### src/rtl/seed_cache_ctrl_if.sv
// seed_cache_ctrl_if: flush, lookup, fill and tag-RAM signals of the seed-cache controller.
interface seed_cache_ctrl_if #(
  parameter int AW = 7,
  parameter int TW = 20
);
  logic          flush_req;
  logic          flush_busy;
  logic          flush_done;
  logic          lk_req;
  logic [AW-1:0] lk_addr;
  logic [TW-1:0] lk_tag;
  logic          lk_gnt;
  logic          lk_valid;
  logic          lk_hit;
  logic          fill_req;
  logic [AW-1:0] fill_addr;
  logic [TW-1:0] fill_tag;
  logic          fill_gnt;
  logic [AW-1:0] tag_addr;
  logic          tag_we;
  logic [TW:0]   tag_wdata;
  logic [TW:0]   tag_rdata;
  modport master (
    output flush_req, lk_req, lk_addr, lk_tag, fill_req, fill_addr, fill_tag, tag_rdata,
    input  flush_busy, flush_done, lk_gnt, lk_valid, lk_hit, fill_gnt, tag_addr, tag_we, tag_wdata
  );
  modport slave (
    input  flush_req, lk_req, lk_addr, lk_tag, fill_req, fill_addr, fill_tag, tag_rdata,
    output flush_busy, flush_done, lk_gnt, lk_valid, lk_hit, fill_gnt, tag_addr, tag_we, tag_wdata
  );
endinterface

### src/rtl/seed_cache_ctrl.sv
// seed_cache_ctrl: seed-cache tag controller with invalidate-all sweep and lookup/fill arbitration.
// Define SEED_CACHE_CTRL_RR_EN for round-robin lookup/fill arbitration; default is fill-first.
module seed_cache_ctrl #(
  parameter int AW = 7,
  parameter int TW = 20
) (
  input logic clk,
  input logic rst,
  seed_cache_ctrl_if.slave bus
);
  localparam logic [0:0] IDLE  = 1'b0;
  localparam logic [0:0] FLUSH = 1'b1;
  logic [0:0]    state_q, state_d;
  logic [AW-1:0] cnt_q, cnt_d;
  logic          pend_q, pend_d;
  logic          done_q, done_d;
  logic          lk_v_q, lk_v_d;
  logic [TW-1:0] lk_tag_q, lk_tag_d;
  logic          idle_free, flushing, lk_gnt, fill_gnt, lk_pri;
`ifdef SEED_CACHE_CTRL_RR_EN
  logic last_fill_q, last_fill_d;
  assign lk_pri = last_fill_q;
  always_comb last_fill_d = fill_gnt ? 1'b1 : lk_gnt ? 1'b0 : last_fill_q;
  always_ff @(posedge clk or posedge rst)
    if (rst) last_fill_q <= 1'b1;
    else last_fill_q <= last_fill_d;
`else
  assign lk_pri = 1'b0;
`endif
  always_comb begin
    flushing  = state_q == FLUSH;
    idle_free = !flushing && !bus.flush_req && !pend_q;
    fill_gnt  = idle_free && bus.fill_req && (!bus.lk_req || !lk_pri);
    lk_gnt    = idle_free && bus.lk_req && (!bus.fill_req || lk_pri);
    state_d   = state_q;
    cnt_d     = cnt_q;
    pend_d    = pend_q;
    done_d    = 1'b0;
    if (!flushing) begin
      if (bus.flush_req || pend_q) begin
        state_d = FLUSH;
        pend_d  = 1'b0;
      end
    end else begin
      // decrementing past zero reloads the counter to all ones for the next sweep
      cnt_d  = cnt_q - AW'(1);
      pend_d = pend_q || bus.flush_req;
      if (cnt_q == '0) begin
        state_d = IDLE;
        done_d  = 1'b1;
      end
    end
    lk_v_d   = lk_gnt;
    lk_tag_d = lk_gnt ? bus.lk_tag : lk_tag_q;
  end
  always_ff @(posedge clk or posedge rst)
    if (rst) begin
      state_q  <= IDLE;
      cnt_q    <= '1;
      pend_q   <= 1'b0;
      done_q   <= 1'b0;
      lk_v_q   <= 1'b0;
      lk_tag_q <= '0;
    end else begin
      state_q  <= state_d;
      cnt_q    <= cnt_d;
      pend_q   <= pend_d;
      done_q   <= done_d;
      lk_v_q   <= lk_v_d;
      lk_tag_q <= lk_tag_d;
    end
  assign bus.flush_busy = flushing;
  assign bus.flush_done = done_q;
  assign bus.lk_gnt     = lk_gnt;
  assign bus.fill_gnt   = fill_gnt;
  assign bus.lk_valid   = lk_v_q;
  assign bus.lk_hit     = lk_v_q && bus.tag_rdata[TW] && (bus.tag_rdata[TW-1:0] == lk_tag_q);
  assign bus.tag_we     = flushing || fill_gnt;
  assign bus.tag_addr   = flushing ? cnt_q : fill_gnt ? bus.fill_addr : lk_gnt ? bus.lk_addr : '0;
  assign bus.tag_wdata  = fill_gnt ? {1'b1, bus.fill_tag} : '0;
endmodule

### src/flat_wrapper.sv
// flat-port wrapper written by rule: the top's interface ports become plain ports
module seed_cache_ctrl_flat 
#(
  parameter int AW = 7,
  parameter int TW = 20
)
  (clk, rst, bus_flush_req, bus_lk_req, bus_lk_addr, bus_lk_tag, bus_fill_req, bus_fill_addr, bus_fill_tag, bus_tag_rdata, bus_flush_busy, bus_flush_done, bus_lk_gnt, bus_lk_valid, bus_lk_hit, bus_fill_gnt, bus_tag_addr, bus_tag_we, bus_tag_wdata);
  seed_cache_ctrl_if #(.AW(AW), .TW(TW)) bus_i ();
  input logic clk;
  input logic rst;
  input wire logic [$bits(bus_i.flush_req)-1:0] bus_flush_req;
  input wire logic [$bits(bus_i.lk_req)-1:0] bus_lk_req;
  input wire logic [$bits(bus_i.lk_addr)-1:0] bus_lk_addr;
  input wire logic [$bits(bus_i.lk_tag)-1:0] bus_lk_tag;
  input wire logic [$bits(bus_i.fill_req)-1:0] bus_fill_req;
  input wire logic [$bits(bus_i.fill_addr)-1:0] bus_fill_addr;
  input wire logic [$bits(bus_i.fill_tag)-1:0] bus_fill_tag;
  input wire logic [$bits(bus_i.tag_rdata)-1:0] bus_tag_rdata;
  output wire logic [$bits(bus_i.flush_busy)-1:0] bus_flush_busy;
  output wire logic [$bits(bus_i.flush_done)-1:0] bus_flush_done;
  output wire logic [$bits(bus_i.lk_gnt)-1:0] bus_lk_gnt;
  output wire logic [$bits(bus_i.lk_valid)-1:0] bus_lk_valid;
  output wire logic [$bits(bus_i.lk_hit)-1:0] bus_lk_hit;
  output wire logic [$bits(bus_i.fill_gnt)-1:0] bus_fill_gnt;
  output wire logic [$bits(bus_i.tag_addr)-1:0] bus_tag_addr;
  output wire logic [$bits(bus_i.tag_we)-1:0] bus_tag_we;
  output wire logic [$bits(bus_i.tag_wdata)-1:0] bus_tag_wdata;
  assign bus_i.flush_req = bus_flush_req;
  assign bus_i.lk_req = bus_lk_req;
  assign bus_i.lk_addr = bus_lk_addr;
  assign bus_i.lk_tag = bus_lk_tag;
  assign bus_i.fill_req = bus_fill_req;
  assign bus_i.fill_addr = bus_fill_addr;
  assign bus_i.fill_tag = bus_fill_tag;
  assign bus_i.tag_rdata = bus_tag_rdata;
  assign bus_flush_busy = bus_i.flush_busy;
  assign bus_flush_done = bus_i.flush_done;
  assign bus_lk_gnt = bus_i.lk_gnt;
  assign bus_lk_valid = bus_i.lk_valid;
  assign bus_lk_hit = bus_i.lk_hit;
  assign bus_fill_gnt = bus_i.fill_gnt;
  assign bus_tag_addr = bus_i.tag_addr;
  assign bus_tag_we = bus_i.tag_we;
  assign bus_tag_wdata = bus_i.tag_wdata;
  seed_cache_ctrl #(.AW(AW), .TW(TW)) u_core (.clk(clk), .rst(rst), .bus(bus_i));
endmodule
### config.mk
export PLATFORM = sky130hd
export DESIGN_NAME = seed_cache_ctrl_flat
export DESIGN_NICKNAME = d
export VERILOG_FILES = /design/src/rtl/seed_cache_ctrl_if.sv /design/src/rtl/seed_cache_ctrl.sv /design/src/flat_wrapper.sv
export SDC_FILE = /design/constraint.sdc
export NUM_CORES = 1
export LEC_CHECK = 0
export CAP_MARGIN = 5
export CORE_ASPECT_RATIO = 0.7
export CORE_MARGIN = 3
export CORE_UTILIZATION = 39
export CTS_BUF_LIST = sky130_fd_sc_hd__clkbuf_16
export CTS_CLUSTER_SIZE = 30
export DETAILED_ROUTE_END_ITERATION = 12
export PLACE_DENSITY = 0.91
export SLEW_MARGIN = 10
export SYNTH_ARGS = -nofsm -noshare
export SYNTH_HDL_FRONTEND = slang
export SYNTH_SLANG_ARGS = --single-unit
### constraint.sdc
create_clock -name clk -period 4.8 [get_ports clk]
set_clock_uncertainty 0.2 [all_clocks]
set_input_delay 0.96 -clock clk [delete_from_list [all_inputs] [get_ports clk]]
set_output_delay 0.96 -clock clk [all_outputs]
set_load 0.01 [all_outputs]
==> flow_metrics.tcl <==
set metrics [dict create \
    setup_viol 0 \
    initial_utilization 0.427 \
    worst_pin_slew_ps 706 \
    fin_crit_sh 0.852 \
    synth-edff-count 0 \
    root_buffer "clkbuf_16" \
    grt_pass1_vias 1719 \
    r2r_setup_slack_ps 2870 \
    ys.flop_type "dfrtp_1" \
    die_area_mm2 0.00539 \
    grt.total_usage 0.201 \
    slew_violations 0 \
    ir_worst_vdd_mv 0.322 \
    antenna_found_initial 0 \
    yosys_warnings 0 \
    hp-start "u_core.cnt_q[2]$_DFFE_PP1P_" \
    gp_congestion 0.822 \
    syn-num-nets 284 \
    rows 19 \
    internal_power_uw 701 \
    switching_power_uw 271 \
    power_density_mw_per_mm2 316 \
    final_antenna_net_count 0 \
    yosysMostFrequentCell "nand2_1" \
    n_antenna_cell 0 \
    fill_cells 320 \
    p_clk_frac 0.296 \
    grt_overflow 0 \
    cts_setup_buffers 0 \
    grt_max_degree 28 \
    max_freq_mhz 244 \
    critPathMostFrequentCell "clkdlybuf4s50_1" \
    fin_crit_ps 4090 \
    avgSynthCellArea_um2 8.75 \
    rsz0062_at_grt "no" \
    cts_tree "done" \
    vias 1776 \
    dr.pass1.iters 4 \
    power_uw 972 \
    p_seq_frac 0.389 \
    fp.dieW_um 86.5 \
    nets 398 \
    drt_wl_total_mm 5.45 \
    run_status "completed" \
    clkSlewWorstSetupHoldPaths_ps 50 \
    hold-worst-slack_ps 286 \
    cts-hold-fix-buffers 0 \
    netlist_area_mm2 0.00177 \
    async_reset_ff_frac 1.00 \
    reg2reg_from "u_core.bus.flush_busy$_DFF_PP0_" \
    p_sw_frac 0.279 \
    crit_type "input port to output port" \
    ys_types 33 \
    slowest_delay_ps 580 \
    synth_top_cells_by_area "dfrtp_1 (34%), nand2_1 (15%), dfstp_2 (10%), xnor2_1 (7.4%), and3_1 (7.1%)" \
    cp_num_buf_inv 2 \
    slew_headroom 0.529 \
    hold_path.class "flip-flop to flip-flop" \
    cp.arrival_ps 2930 \
    worstHoldEndpoint "u_core.cnt_q[2]$_DFFE_PP1P_" \
    reg2reg_to "u_core.cnt_q[5]$_DFFE_PP1P_" \
    ctsResizeCount 0 \
    portBuffers 114 \
    finalHoldViolations 0 \
    synth_area_leader_cell "dfrtp_1" \
    die_h_um 62.3 \
    coreArea_mm2 0.00414 \
    critPathLaunchType "input port" \
    ff2ff_path_depth 4 \
    ys_ff_latch 31 \
    fin_tns_setup_ps 0 \
    drive_above_1_share 0.0757 \
    drc 0 \
    grt_pass1_wl_mm 8.54 \
    maxCapViolations 0 \
    place_worst_setup_slack_ps 736 \
    area_growth_pct 74.0 \
    ys_top_cells_by_count "nand2_1 (70), dfrtp_1 (24), and3_1 (20), xnor2_1 (15), xor2_1 (11)" \
    fin_ws_ps 709 \
    cp_max_fo 1 \
    cp_top_family "buffers and inverters" \
    crit_path_end_kind "output port" \
    slowest_stage "clkdlybuf4s50_1" \
    routed_via_density 4.81 \
    leakagePower_uw 0.00142 \
    wire_per_inst_um 14.8 \
    combPwrFrac 0.315 \
    htree_levels 2 \
    ioPinCount 115 \
    cp_cell_sequence "clkdlybuf4s50_1 > xor2_1 > nor4_1 > nand4_1 > nor4_2 > clkdlybuf4s50_1" \
    numCtsBuffers 5 \
    netlist_instances 202 \
    hpwlAfterDp_mm 4.37 \
    worstPathRequired_ps 3640 \
    clk_latency_ps 270 \
    synth_top_area_share 0.340 \
    cts.sinks 31 \
    cts.path.max_buffers 2 \
    drtIter0Drc 67 \
    holdPathStages 1 \
    ys_seq_area_frac 0.444 \
]
how the worst max path moves through the flow:
stage | start | to | depth (start not counted)
after floorplan | bus_tag_rdata[19] | bus_lk_hit | 4
after global placement | bus_tag_rdata[10] | bus_lk_hit | 6
after detailed placement | bus_tag_rdata[10] | bus_lk_hit | 6
after CTS | bus_tag_rdata[10] | bus_lk_hit | 6
after global routing | bus_flush_req | bus_tag_addr[0] | 8
final | bus_tag_rdata[10] | bus_lk_hit | 6
worst reg2reg max path, cell delays in order, from the launching register on:
cell and delay (ps):
dfrtp_1 720, nand2b_2 190, nor3_1 320, nor3b_2 240, xor2_1 170
layout make-up:
type / count / area [µm²] / share of cell area
repair buffers: 119 / 1180 / 0.383
inverters: 4 / 15.0 / 0.00488
clock buffers: 5 / 125 / 0.0407
flip-flops and latches: 31 / 785 / 0.255
well taps: 52 / 65.1 / 0.0212
clock inverters: 3 / 11.3 / 0.00366
multi-input cells: 155 / 896 / 0.291
through the flow:
stage,cells,area [µm²],util
after CTS,369,3080,0.743
after global routing,369,3080,0.743
after floorplan,202,1770,-
after detailed placement,361,2940,0.711
final,369,3080,0.743
after global placement,361,2940,0.711
power by group through the flow:
stage / Clock, µW / Sequential [µW] / Combinational [µW]
5_1_grt: 307 / 384 / 337
3_3_place_gp: 0 / 379 / 294
4_1_cts: 293 / 378 / 309
3_5_place_dp: 0 / 381 / 305
2_1_floorplan: 0 / 367 / 147
6_report: 288 / 378 / 306
cell families after synthesis:
logic type,Yosys count,share of synthesized area
xor gates and xnor gates,26,0.129
adders and majority gates,2,0.0142
buffers and inverters,16,0.0495
DFF,31,0.444
AOI/OAI and AO/OA,16,0.0573
and+or+nand+nor,111,0.306
cells in the final DEF (no fill, tap or decap), types with 2 or more instances in the layout:
cell             count
clkdlybuf4s50_1    114
nand2_1             70
dfrtp_1             24
and3_1              20
xnor2_1             15
xor2_1              11
dfstp_2              7
a22oi_1              5
o21ai_0              5
clkbuf_16            5
buf_4                5
inv_1                4
nand4_1              4
nor4_1               3
a21oi_1              3
nor2_1               3
ha_1                 2
clkinv_1             2
registers in the layout, summed over array words and instances, names as in the netlist:
name / count
u_core.pend_q: 1
u_core.lk_tag_q: 20
u_core.cnt_q: 7
u_core.bus.flush_done: 1
u_core.bus.flush_busy: 1
u_core.bus.lk_valid: 1
per-layer routing:
layer / GRT usage / wire length (µm) / up-vias
li1: - / - / 888
met2: 0.343 / 2640 / 58
met5: 0 / 0 / -
met4: 0.0506 / 80 / 0
met1: 0.250 / 2380 / 822
met3: 0.0568 / 352 / 8
Power figures use the tool's default switching activity.
